===== src/rtl/crc16.sv =====
// Byte-wide CRC-16 (poly 0x1021, init supplied by caller), data bit 0 processed first.
module crc16 (
  input  logic [15:0] crcIn,
  input  logic [7:0]  data,
  output logic [15:0] crcOut
);

  always_comb begin
    crcOut = crcIn;
    for (int i = 0; i < 8; i++) begin
      if (crcOut[15] ^ data[i]) crcOut = {crcOut[14:0], 1'b0} ^ 16'h1021;
      else                      crcOut = {crcOut[14:0], 1'b0};
    end
  end

endmodule


===== src/rtl/snapshot_rx.sv =====
// Serial LSB-first snapshot frame receiver: payload + 16-bit CRC, length checking.
// Optional frame statistics counters enabled by defining SNAPSHOT_RX_STATS_EN.
module snapshot_rx #(
  parameter int unsigned SAMPLE_WIDTH   = 16,
  parameter int unsigned NUM_TAPS       = 10,
  parameter int unsigned ABS_TIME_WIDTH = 32,
  parameter int unsigned SS_BUFF_SZ     = SAMPLE_WIDTH*NUM_TAPS+ABS_TIME_WIDTH
) (
  input  logic                  clk,
  input  logic                  rst,
  input  logic                  pdw_data,
  input  logic                  pdw_frame,
  output logic [SS_BUFF_SZ-1:0] ss_buff,
  output logic                  ss_valid,
  output logic                  crc_ok,
  output logic                  len_err,
  output logic [15:0]           good_cnt,
  output logic [15:0]           err_cnt
);

  localparam int unsigned FRAME_LEN = SS_BUFF_SZ + 16;
  localparam int unsigned CNT_W     = $clog2(FRAME_LEN);

  typedef enum logic [2:0] {IDLE, PAYLOAD, CRC, CHECK, DRAIN} state_t;

  state_t                state;
  logic [CNT_W-1:0]      bit_cnt;
  logic [SS_BUFF_SZ-1:0] shadow;
  logic [15:0]           crc;
  logic [15:0]           crc_next;
  logic [15:0]           rx_crc;
  logic                  frame_q;

  // Top 7 shadow bits are the earlier bits of the byte currently completing.
  crc16 u_crc (
    .crcIn  (crc),
    .data   ({pdw_data, shadow[SS_BUFF_SZ-1 -: 7]}),
    .crcOut (crc_next)
  );

  // frame_q resets high so a frame already in progress at reset release is skipped.
  always_ff @(posedge clk or negedge rst) begin
    if (!rst) begin
      state    <= IDLE;
      bit_cnt  <= '0;
      shadow   <= '0;
      crc      <= '0;
      rx_crc   <= '0;
      frame_q  <= 1'b1;
      ss_buff  <= '0;
      ss_valid <= 1'b0;
      crc_ok   <= 1'b0;
      len_err  <= 1'b0;
    end else begin
      frame_q  <= pdw_frame;
      ss_valid <= 1'b0;
      len_err  <= 1'b0;
      case (state)
        IDLE: begin
          if (pdw_frame && !frame_q) begin
            shadow  <= {pdw_data, shadow[SS_BUFF_SZ-1:1]};
            bit_cnt <= CNT_W'(1);
            crc     <= '0;
            state   <= PAYLOAD;
          end
        end
        PAYLOAD: begin
          if (!pdw_frame) begin
            len_err <= 1'b1;
            state   <= IDLE;
          end else begin
            shadow  <= {pdw_data, shadow[SS_BUFF_SZ-1:1]};
            bit_cnt <= bit_cnt + CNT_W'(1);
            if (bit_cnt[2:0] == 3'd7) crc <= crc_next;
            if (bit_cnt == CNT_W'(SS_BUFF_SZ-1)) state <= CRC;
          end
        end
        CRC: begin
          if (!pdw_frame) begin
            len_err <= 1'b1;
            state   <= IDLE;
          end else begin
            rx_crc  <= {pdw_data, rx_crc[15:1]};
            bit_cnt <= bit_cnt + CNT_W'(1);
            if (bit_cnt == CNT_W'(FRAME_LEN-1)) state <= CHECK;
          end
        end
        CHECK: begin
          ss_buff  <= shadow;
          crc_ok   <= (rx_crc == crc);
          ss_valid <= 1'b1;
          if (pdw_frame) begin
            len_err <= 1'b1;
            state   <= DRAIN;
          end else begin
            state   <= IDLE;
          end
        end
        DRAIN: begin
          if (!pdw_frame) state <= IDLE;
        end
        default: state <= IDLE;
      endcase
    end
  end

`ifdef SNAPSHOT_RX_STATS_EN
  // Saturating counters; an overlong bad-CRC frame counts as a single error.
  always_ff @(posedge clk or negedge rst) begin
    if (!rst) begin
      good_cnt <= '0;
      err_cnt  <= '0;
    end else begin
      if (ss_valid && crc_ok && (good_cnt != 16'hFFFF))
        good_cnt <= good_cnt + 16'd1;
      if (((ss_valid && !crc_ok) || len_err) && (err_cnt != 16'hFFFF))
        err_cnt <= err_cnt + 16'd1;
    end
  end
`else
  assign good_cnt = '0;
  assign err_cnt  = '0;
`endif

endmodule


===== config.mk =====
export PLATFORM = sky130hd
export DESIGN_NAME = snapshot_rx
export DESIGN_NICKNAME = d
export VERILOG_FILES = /design/src/rtl/crc16.sv /design/src/rtl/snapshot_rx.sv
export SDC_FILE = /design/constraint.sdc
export NUM_CORES = 1
export LEC_CHECK = 0
export ABC_AREA = 1
export BUFFER_PORTS_ARGS = -buffer_cell sky130_fd_sc_hd__buf_4
export CORE_ASPECT_RATIO = 0.6
export CORE_MARGIN = 4
export CORE_UTILIZATION = 40
export DETAILED_ROUTE_END_ITERATION = 10
export PLACE_DENSITY = 0.56
export SLEW_MARGIN = 20
export SYNTH_ARGS = -nofsm -noshare
export SYNTH_HDL_FRONTEND = slang
export SYNTH_SLANG_ARGS = --single-unit

===== constraint.sdc =====
create_clock -name clk -period 3.6 [get_ports clk]
set_clock_uncertainty 0.2 [all_clocks]
set_input_delay 0.72 -clock clk [delete_from_list [all_inputs] [get_ports clk]]
set_output_delay 0.72 -clock clk [all_outputs]
set_load 0.005 [all_outputs]

==> Yosys cells after proc, flatten, opt, wreduce, memory -nomap -nowiden <==
Cells that the tools add are included.
Widths: inputs -> output; s select.
{ "word_totals": {"word_cells": 83, "out_inout_bits": 227, "inputBits": 4, "regBits": 431} }
{ "classes": {"n_reduce_logical": 11, "bitwise": 16, "n_eq_ne": 15, "addsub": 1, "n_mux": 30} }
{ "ops": {"columns": ["op", "n"], "rows": [
  ["$mux 192", 2],
  ["$pmux 192 s2", 1],
  ["$mux 13", 8],
  ["$mux 16", 3],
  ["$pmux 16 s2", 1],
  ["$not 3->3", 8],
  ["$mux 3", 7],
  ["$eq 16x16->1", 1],
  ["$eq 8x8->1 const B", 2],
  ["$mux 8", 2],
  ["$pmux 8 s2", 1],
  ["$pmux 3 s5", 1],
  ["$add 8x1->8 const B", 1],
  ["$ne 2x2->1 const B", 4],
  ["$reduce_and 4->1", 2],
  ["$xor 1x1->1", 8],
  ["$eq 3x2->1 const B", 2],
  ["$eq 3x3->1 const B", 2],
  ["$ne 3x3->1 const B", 2],
  ["$reduce_and 3->1", 2],
  ["$reduce_bool 2->1", 2],
  ["$eq 3x1->1 const B", 1],
  ["$logic_not 3->1", 1],
  ["$mux 1", 3],
  ["other kinds (6)", 6]
]} }

==> Longest topological paths before layout <==
{ "depth": {"ltp_word": 19, "depth_mapped": 10, "mapped_depth_nobuf": 10} }

==> Hierarchy <==
A second synthesis with hierarchy kept.
{ "hier_totals": {"hier_cells": 1880, "area_unflattened_um2": 17229.0} }
{ "modules_own_cells": {"columns": ["mod", "instances", "cells_per_inst", "area_each_um2", "seq_area_each_um2"], "rows": [
  ["snapshot_rx", 1, 1772, 16758.6, 10786.6],
  ["crc16", 1, 108, 470.5, 0.0]
]} }

==> Least setup slack after synthesis <==
No wires, ideal clock.
{ "synth_timing": {"path_kind": "input to register", "startpoint": "input port pdw_frame", "endpoint": "register shadow[10]", "path_slack_ns": 1.679, "required_time_ns": 3.270, "n_path_buf": 2, "cell_stages": 8, "arrival_time_ns": 1.591, "setup_time_ns": 0.130, "cell_sequence": "inv_1 or2_0 nand2_2 o21ai_4 buf_6 buf_6 nand2_1 o21ai_0"} }
{ "synth_between": {"elab_chain_len": 3, "word_cells_on_any_way": 4, "classes_between": "eq/ne (2); reduce/logical (2)"} }
{ "synth_lines": {"columns": ["element", "line", "text"], "rows": [
  ["start, declared", "snapshot_rx.sv:12", "input logic pdw_frame,"],
  ["$logic_and 1x1->1", "snapshot_rx.sv:60", "if (pdw_frame && !frame_q) begin"],
  ["$ne 2x2->1 (no source line)", null, null],
  ["$reduce_and 3->1 (no source line) *", null, null],
  ["end signal, assigned", "snapshot_rx.sv:61", "shadow <= {pdw_data, shadow[SS_BUFF_SZ-1:1]};"],
  ["end signal, assigned", "snapshot_rx.sv:72", "shadow <= {pdw_data, shadow[SS_BUFF_SZ-1:1]};"],
  ["end, declared", "snapshot_rx.sv:28", "logic [SS_BUFF_SZ-1:0] shadow;"]
]} }
Mark *: on every way between the ends. The rest lies on a longest branch, timed or not.
A chain may end at the register's enable or synchronous reset.

==> Final worst setup path <==
{ "layout_timing": {"startpoint": "register state[2]", "endpoint": "register shadow[102]"} }
{ "layout_between": {"elab_chain_len": 3, "word_cells_on_any_way": 7, "classes_between": "eq/ne (3); mux (1); reduce/logical (3)"} }
{ "layout_lines": {"columns": ["element", "line", "text"], "rows": [
  ["start, declared", "snapshot_rx.sv:26", "state_t state;"],
  ["start signal, assigned", "snapshot_rx.sv:44", "state <= IDLE;"],
  ["start signal, assigned", "snapshot_rx.sv:64", "state <= PAYLOAD;"],
  ["start signal, assigned", "snapshot_rx.sv:70", "state <= IDLE;"],
  ["$eq 3x1->1 / $logic_not 3->1 (equally long branches)", "snapshot_rx.sv:58", "case (state)"],
  ["$ne 2x2->1 (no source line) / $reduce_bool 2->1 (equally long branches)", null, null],
  ["$reduce_and 3->1 (no source line)", null, null]
]} }
Parallel ways exist; a longest one is shown, timed or not.

==> summary.txt <==
Clock network
  – Number of buffers inserted to repair setup after CTS: 0
  – Clock transition at the registers of the reported paths: 60 ps
  – Clock latency on the worst-skew pair: 540 ps
  – Number of buffers created by CTS: 43
  – Clock tree from TritonCTS: yes
  – Clock sink count: 431
  – Root Buffer Master: sky130_fd_sc_hd__clkbuf_16
  – Max H-tree Level: 2
  – Buffer levels on the longest clock path: 3

GRT
  – Gr usage total: 15.6%
  – Initial antenna violation count: 0
  – Maximum number of pins on one net before global-route repair: 224
  – Total global routing overflow: 0
  – Number of global-route vias before repair: 11507
  – Global-route wire length before repair: 62100 microns

Route
  – Total Wirelength: 37800 microns
  – Remaining DRCs: 0
  – Antenna Violating Nets Remaining: 0
  – DR vias: 12004
  – Via density: 4.55
  – Routed WL per cell: 14.3 microns
  – Initial DRT Pass Iterations: 5
  – Violation count after the first detailed-route iteration: 853

Worst setup path
  – Setup CP Type: reg -> reg
  – Kind of end point of the critical path: register
  – Maximum net fanout on the critical path: 51
  – Path depth of the worst reg2reg path: 8
  – Cell with the biggest individual delay on the critical path: sky130_fd_sc_hd__o21ai_4
  – Stage delay of the slowest cell on the critical path: 560 ps
  – CP Data Required Time: 3860 ps
  – Critical Path Source Type: register
  – Most common cell type on the critical path: sky130_fd_sc_hd__buf_12
  – List of cells traversed by the critical path: inv_1 -> nand3b_1 -> nor2_1 -> o21ai_4 -> buf_12 -> buf_12 -> nand2_1 -> o21ai_2
  – Crit path arrival time: 2670 ps

Floorplanning
  – Initial cell density of the core: 40.9%
  – Area enclosed by the die boundary: 0.0482 sq mm
  – Row Count: 59
  – Die extent in y: 172 microns
  – Core area: 0.0437 sq mm
  – Top Ports: 231
  – Horizontal die dimension: 281 microns

STA
  – Unrepaired setup endpoints after global routing: no
  – Relative slew slack: 37.8%
  – Final critical-path share of the clock period: 66.9%
  – Fin. max-slew vios: 0
  – Highest achievable clock rate: 415 MHz
  – Worst Tran Pin Value: 934 ps
  – Final setup violation count: 0
  – Final critical-path setup slack: 1190 ps
  – Hold Worst Slack: 124 ps
  – Count of endpoints failing hold in the final timing report: 0
  – Minimum clock period after layout: 2410 ps
  – Sum of negative setup slack: 0 ps

Worst hold path
  – Depth of the worst hold-timing path: 1
  – Hold Path Class: in -> reg

Layout
  – Area delta synth->final: 18.3%
  – Fill count: 4169
  – Number of nets in the layout: 2030
  – Multi-input gate area: 0.00536 sq mm
  – Share of post-route cells with drive strength above 1: 22.8%
  – Antenna diode count: 0
  – Sequential cell area: 0.0108 sq mm

Logic synthesis
  – Fraction of post-synthesis cell area in the top cell type by area: 60.3%
  – Async set-or-reset flop fraction in the synthesized netlist: 100%
  – Cells taking the most area after synthesis: sky130_fd_sc_hd__dfrtp_1 60%, sky130_fd_sc_hd__nand2_1 12%, sky130_fd_sc_hd__o21ai_2 8.4%
  – Area of the mapped netlist: 0.0179 sq mm
  – Flops & latches, synth: 431
  – Most used flip-flop cell after synthesis: sky130_fd_sc_hd__dfrtp_1
  – Top post-synthesis cells by count: 564 x sky130_fd_sc_hd__nand2_1, 430 x sky130_fd_sc_hd__dfrtp_1, 244 x sky130_fd_sc_hd__inv_1, 244 x sky130_fd_sc_hd__o21ai_0, 172 x sky130_fd_sc_hd__o21ai_2
  – Library cells used by synthesis: 26
  – Count of flip-flops with a built-in enable after synthesis: 0
  – Mapped Avg Cell Area: 9.67 sq um
  – Register area share after synthesis: 60.4%
  – Area leader, netlist: sky130_fd_sc_hd__dfrtp_1
  – Cell count after synthesis: 1846
  – Most used standard cell by instance count after synthesis: sky130_fd_sc_hd__nand2_1
  – YS warnings: 0

Placement
  – Port Buf Inserts: 198
  – GP Congestion: 0.837
  – Post-place setup slack: 889 ps
  – Post-DP HPWL: 25400 microns

Power
  – Power per Cell Area: 841 mW/mm^2
  – Final Total Pwr: 17.8 mW
  – Maximum ir drop on the vdd rail: 0.653 mV
  – Leakage Power: 10.2 nW

Status
  – Run status: finished, final reports clean

Flow run
  – Count of max-cap constraint violations: 0
stage by stage:
step                utilization, %  std cells  cell area, sq um
global route                  48.3       2636             21100
CTS                           48.3       2635             21100
global placement              44.9       2557             19600
detailed placement            44.9       2557             19600
finish                        48.3       2636             21100
floorplan                        -       1877             18000
registers in the layout, summed over array words and instances (netlist names):
signal and count:
rx_crc 16, ss_valid 1, shadow 192, crc 16, bit_cnt 8, crc_ok 1, ss_buff 192, state 3
frame_q 1, len_err 1
area by class of cell:
type | instances | area share (%)
sequential | 431 | 51.1
multi-input combinational | 1078 | 25.4
timing repair buffer | 224 | 8.80
clock buffer | 60 | 5.68
inverter | 246 | 4.37
tap | 579 | 3.43
clock inverter | 18 | 1.24
cells by family after synthesis:
family / count (synthesis) / synth area share (%)
AND/OR/NAND/NOR: 615 / 13.2
flip-flops: 431 / 60.4
AO/OA/AOI/OAI: 419 / 15.4
adder cells (fa/ha/maj): 2 / 0.140
XOR/XNOR: 10 / 0.491
buffers and inverters: 368 / 10.3
other: 1 / 0.0210
cell usage in the layout (no fill, tap or decap), types with 2 or more instances in the layout:
cell type	instances
sky130_fd_sc_hd__clkbuf_16	43
sky130_fd_sc_hd__nor2_1	17
sky130_fd_sc_hd__clkbuf_8	6
sky130_fd_sc_hd__a21oi_1	2
sky130_fd_sc_hd__buf_12	13
sky130_fd_sc_hd__dfrtp_1	430
sky130_fd_sc_hd__conb_1	32
sky130_fd_sc_hd__nand4_1	2
sky130_fd_sc_hd__o21ai_0	244
sky130_fd_sc_hd__or2_2	2
sky130_fd_sc_hd__nand3_1	25
sky130_fd_sc_hd__inv_6	3
sky130_fd_sc_hd__buf_4	208
sky130_fd_sc_hd__nand2_1	564
sky130_fd_sc_hd__clkinvlp_4	3
sky130_fd_sc_hd__bufinv_16	6
sky130_fd_sc_hd__ha_1	2
sky130_fd_sc_hd__o21ai_2	172
sky130_fd_sc_hd__clkbuf_1	11
sky130_fd_sc_hd__inv_1	244
sky130_fd_sc_hd__clkinv_2	5
sky130_fd_sc_hd__xnor2_1	4
sky130_fd_sc_hd__xor2_1	6
sky130_fd_sc_hd__inv_2	2
where the power goes:
group          switching (mW)  total (mW)  internal, mW
sequential              0.876        7.01          6.13
combinational            3.78        6.07          2.29
clock                    1.91        4.68          2.77
metal layers:
metal | wire [microns] | global-route usage, % | up-vias
met2 | 16700 | 23.4 | 189
met1 | 18900 | 23.9 | 5687
met4 | 512 | 2.97 | 0
met3 | 1660 | 2.85 | 43
met5 | 0 | 0 | -
li1 | - | - | 6085
what timing repair did:
item,CTS,global route
hold endpoints to repair,0,1
hold buffers,0,1
resized for setup,0,0
worst max-delay path, delay by kind of cell, from the launching register on:
family | cells | cell delay (ps)
AND/OR/NAND/NOR | 3 | 410
flip-flops | 1 | 380
AO/OA/AOI/OAI | 2 | 630
buffers and inverters | 3 | 670
path summary, 6_finish.rpt:
kind                                          from                       to  slack, ps
max                           state[2]$_DFFE_PN0P_  shadow[102]$_DFFE_PN0P_       1190
min                                      pdw_frame        frame_q$_DFF_PN1_        120
max in group asynchronous                      rst        frame_q$_DFF_PN1_       1700
min in group asynchronous                      rst  ss_buff[87]$_DFFE_PN0P_        560
min reg2reg                shadow[144]$_DFFE_PN0P_  shadow[144]$_DFFE_PN0P_        280
max reg2reg                   state[2]$_DFFE_PN0P_  shadow[102]$_DFFE_PN0P_       1190
No activity file was read; power rests on OpenSTA's default activity.
